===== config.mk =====
export PLATFORM = sky130hd
export DESIGN_NAME = regfile_dump
export DESIGN_NICKNAME = d
export VERILOG_FILES = /design/src/rtl/regfile_pkg.sv /design/src/rtl/regfile_dump.sv
export SDC_FILE = /design/constraint.sdc
export NUM_CORES = 1
export LEC_CHECK = 0
export CORE_ASPECT_RATIO = 0.8
export CORE_MARGIN = 4
export CORE_UTILIZATION = 41
export CTS_BUF_LIST = sky130_fd_sc_hd__clkbuf_4
export CTS_CLUSTER_SIZE = 28
export DETAILED_ROUTE_END_ITERATION = 8
export PLACE_DENSITY = 0.81
export SLEW_MARGIN = 20
export SYNTH_ARGS = -nofsm -noshare
export SYNTH_HDL_FRONTEND = slang
export SYNTH_SLANG_ARGS = --single-unit

===== constraint.sdc =====
create_clock -name clk -period 2 [get_ports clk]
set_input_delay 0.4 -clock clk [delete_from_list [all_inputs] [get_ports clk]]
set_output_delay 0.4 -clock clk [all_outputs]
set_load 0.02 [all_outputs]

===== src/rtl/regfile_pkg.sv =====
// Shared constants and dump-sequencer state encoding for the 8x32 register file.
package regfile_pkg;

    localparam int unsigned DATA_W   = 32;
    localparam int unsigned ADDR_W   = 3;
    localparam int unsigned NUM_REGS = 1 << ADDR_W;

    typedef enum logic [1:0] {
        StIdle = 2'd0,
        StRead = 2'd1,
        StSend = 2'd2,
        StDone = 2'd3
    } dump_state_e;

endpackage


===== src/rtl/regfile_dump.sv =====
// Burst read-out sequencer: walks a wrap-around address range through the register file's
// combinational read port and streams each word over a valid/ready handshake.
module regfile_dump
    import regfile_pkg::*;
(
    input  logic              clk,
    input  logic              reset,
    input  logic              start,
    input  logic [ADDR_W-1:0] first_addr,
    input  logic [ADDR_W-1:0] count,
    output logic [ADDR_W-1:0] rAddr,
    input  logic [DATA_W-1:0] rData,
    output logic [DATA_W-1:0] out_data,
    output logic              out_valid,
    output logic              out_last,
    input  logic              out_ready,
    output logic              busy,
    output logic              done
);

    dump_state_e       state_q, state_d;
    logic [ADDR_W-1:0] addr_q, addr_d;
    logic [ADDR_W-1:0] remain_q, remain_d;
    logic [DATA_W-1:0] data_q, data_d;
    logic              last_q, last_d;

    always_ff @(posedge clk) begin
        if (reset) begin
            state_q  <= StIdle;
            addr_q   <= '0;
            remain_q <= '0;
            data_q   <= '0;
            last_q   <= 1'b0;
        end else begin
            state_q  <= state_d;
            addr_q   <= addr_d;
            remain_q <= remain_d;
            data_q   <= data_d;
            last_q   <= last_d;
        end
    end

    always_comb begin
        state_d  = state_q;
        addr_d   = addr_q;
        remain_d = remain_q;
        data_d   = data_q;
        last_d   = last_q;
        unique case (state_q)
            StIdle: begin
                if (start) begin
                    addr_d   = first_addr;
                    remain_d = count;
                    state_d  = StRead;
                end
            end
            StRead: begin
                data_d  = rData;
                last_d  = (remain_q == '0);
                state_d = StSend;
            end
            StSend: begin
                if (out_ready) begin
                    if (remain_q == '0) begin
                        state_d = StDone;
                    end else begin
                        // Address wraps naturally at 2^ADDR_W.
                        addr_d   = addr_q + ADDR_W'(1);
                        remain_d = remain_q - ADDR_W'(1);
                        state_d  = StRead;
                    end
                end
            end
            StDone: begin
                state_d = StIdle;
            end
            default: begin
                state_d = StIdle;
            end
        endcase
    end

    // Read address comes straight from the held counter, so it only moves on a handshake.
    assign rAddr     = addr_q;
    assign out_data  = data_q;
    assign out_last  = last_q;
    assign out_valid = (state_q == StSend);
    assign busy      = (state_q != StIdle);
    assign done      = (state_q == StDone);

endmodule


==> results of run 1 <==
-- sequential cells by signal (all words and copies together), names as in the netlist --
| name | count |
|---|---|
| rAddr | 3 |
| state_q | 2 |
| out_last | 1 |
| out_data | 32 |
| remain_q | 3 |
-- per-stage QoR --
step,setup slack [ns],cell area [um2]
5_1_grt,0.0168,2540
2_1_floorplan,0.467,1660
3_5_place_dp,0.162,2490
4_1_cts,0.0105,2540
6_report,0.0927,2540
3_3_place_gp,0.221,2490
-- per-layer routing --
| layer | up-vias | part of all wire, % |
|---|---|---|
| met3 | 5 | 9.8 |
| met5 | - | 0 |
| li1 | 799 | - |
| met1 | 686 | 43 |
| met4 | 0 | 0.83 |
| met2 | 52 | 46 |
-- power by group --
part	total (W)	switching, W	internal [W]
Clock	0.000379	0.000252	0.000127
Combinational	0.000442	0.000213	0.000229
Sequential	0.000908	0.0000363	0.000872
-- how the worst max path moves through the flow --
stage	slack, ns	endpoint	cells past startpoint
detailed placement	0.16	rAddr[2]$_SDFFE_PP0P_	5
CTS	0.01	done	2
finish	0.09	done	2
floorplan	0.47	rAddr[1]$_SDFFE_PP0P_	8
global placement	0.22	out_valid	3
global route	0.02	done	2
-- worst max-delay path, stage by stage, from the launching register on --
cell and delay (ns):
dfxtp_4 0.44, and2_1 0.14, clkdlybuf4s50_1 0.59
-- layout by cell type, fill, tap and decap left out --
cell,synthesis,final
and2_1,1,1
mux2i_1,2,2
dlygate4sd2_1,0,2
and2_0,1,1
a21bo_2,1,1
nand2b_4,1,1
a211oi_1,1,1
a21oi_4,1,1
nor3b_1,1,1
a21oi_1,37,37
dfxtp_4,0,1
ha_1,3,3
clkinv_1,0,2
nor2_2,1,1
nand2_1,70,70
or2_2,1,1
buf_4,5,4
nand2b_1,4,4
a311oi_2,1,1
o21ai_0,2,2
dfxtp_2,0,1
buf_12,0,1
clkinv_2,0,1
and2b_1,1,1
dfxtp_1,41,39
clkdlybuf4s50_1,0,78
clkbuf_4,0,5
nor2_1,4,4
nand3b_4,1,1
inv_1,6,6
a211oi_2,3,3
o211ai_1,1,1
-- area by class of cell --
class	instances	share of cell area, %
timing repair buffer	85	33.4
inverter	6	0.887
clock inverter	3	0.493
clock buffer	5	1.48
multi-input combinational	138	28.5
tap	55	2.71
sequential	41	32.5
-- logic make-up (layout without fill, tap and decap cells) --
family                     count (synthesis)  in the layout  share of synthesized area (%)
buffers and inverters                     21             99                           7.01
adders and majority gates                  3              3                           2.26
muxes                                      2              2                           1.21
DFF                                       41             41                           49.4
and+or+nand+nor                           86             86                           22.7
AOI/OAI and AO/OA                         47             47                           17.4
==> key figures, run 1 <==
Routing
  • Final Routed Wirelength: ~4.1 mm
  • Drt pass-1 iters: 4
  • Post-DR vias/cell: ~4.6
  • Vias: between 1,500 and 2,000
  • Initial drt markers: 54
  • Average wire per standard cell: ~12 um
  • Number of remaining DRC errors: 0
  • Post-DRT Antenna Nets: 0

Synthesis
  • Main flop type after synthesis: dfxtp_1
  • Synth area leader: dfxtp_1
  • Synth Net Count: around 250
  • Syn avg cell area: around 8.3 um2
  • Yosys cell types: 28
  • Post-synth EDFFs: 0
  • Yosys warns: 0
  • Top post-synthesis cells by area: dfxtp_1, nand2_1, a21oi_1, a211oi_2, buf_4
  • Synth cell count leaders: nand2_1, dfxtp_1, a21oi_1, inv_1, buf_4
  • Register area share after synthesis: about half
  • Flops & latches, synth: just over 40
  • Count leader, synth: nand2_1
  • Async SR Flop Fraction: 0%
  • Area fraction of the dominant cell type after synthesis: about half
  • Post-Syn Area: 1660 um2
  • Syn Inst Count: 200

Worst setup path
  • Crit start category: register
  • WS Path Type: register to output pin
  • Worst reg2reg path endpoint: rAddr[2]$_SDFFE_PP0P_
  • Crit. Startpoint: state_q[1]$_SDFFE_PP0P_
  • CP required: 1.60 ns
  • Crit-path max FO: 11
  • Worst setup EP type: output pin
  • Worst path arrival time: roughly 1.5 ns
  • FF-to-FF Start: remain_q[0]$_SDFFE_PP0P_
  • R2r setup slk: approximately 0.26 ns
  • Reg2reg path depth: 7

Power and ir drop
  • Max IR drop VDD: ~0.44 mV
  • LEAKAGE: 0.935 nW
  • Power Total: 0.00173 W
  • PwrDens: just under 700 nW/um2

Clock tree
  • Insertion delay to the later sink of the worst-skew pair: 0.34 ns
  • CTS tree: done
  • CTS Hold Bufs: 0
  • Setup Buffers After CTS: 0
  • Reg clk slew, reported paths: ~0.12 ns
  • H-tree Lvls: 2
  • Longest Clk Path Bufs: 2
  • CTS Buf Count: 5
  • Clock Tree Root: clkbuf_4
  • Post-CTS sizing: 4
  • Count of clock tree sinks: slightly above 40

GRT
  • Grt ovf: 0
  • Global Route met1 Usage: between 10% and 20%
  • Number of antenna violations at the first check in global routing: 0
  • First-pass GRT wire length: roughly 6.7 mm
  • Largest net degree at the start of global routing: 42
  • Vias in the first global route: 1,519
  • Met3 Track Usage GR: 7.36%
  • Met2 usage: between 20% and 30%
  • Gr usage total: between 15 and 20%
  • GRT Max-Usage Layer: met2

Timing
  • # setup viols final: 0
  • Hold Fails Final Rpt: 0
  • Period utilization: 95.4%
  • Worst hold slack: 0.458 ns
  • Max_slew headroom: between 70% and 80%
  • RSZ-0062 raised after global routing: false
  • Clock Skew: approximately 0.007 ns
  • Setup Total Neg Slack: 0 ns
  • Final min period: 1.91 ns
  • Max Fclk: ~520 MHz
  • Tightest Pin Transition: approximately 0.38 ns
  • Pins Over Slew Limit: 0

Layout
  • Layout area overhead: 52.9%
  • Sequential cell area: about 830 um2
  • Final core occ: 65.9%
  • Layout fillers: roughly 360
  • Nets@finish: 322
  • Multi-input combinational cell area: 723 um2
  • Fin cells: ~330
  • ANT cells: 0
  • Fraction of layout instances using a drive strength above 1: 8.27%

Place
  • Detail Placement HPWL: between 2 and 3 mm
  • GPL Wtd Cong: 0.720
  • Post-Place Cells: 325
  • Port bufs: 80

Die
  • IO Pins: 81
  • Area of the core: roughly 3900 um2
  • Chip Width: 79.1 um
  • Initial Util: approximately 43%
  • Height of the die: roughly 65 um
  • Die ar.: 5140 um2
  • Rows: 20

Worst hold path
  • Hold Path Cell Cnt: 2
  • Min-delay src: out_data[4]$_SDFFE_PP0N_
  • Worst Hold Endpoint: out_data[4]$_SDFFE_PP0N_
  • Worst Hold Class: register to register

Status
  • Status: complete, no violations

Run
  • Max Cap Violations: 0
Note: power is estimated with default switching activity, not from simulation.
==> run 2, diff against run 1 <==
--- a/config.mk
+++ b/config.mk
@@ -5,6 +5,7 @@
 export SDC_FILE = /design/constraint.sdc
 export NUM_CORES = 1
 export LEC_CHECK = 0
+export CAP_MARGIN = 10
 export CORE_ASPECT_RATIO = 0.8
 export CORE_MARGIN = 4
 export CORE_UTILIZATION = 41
==> results of run 2 <==
Final layout, timing and power as in run 1 (identical DEF).
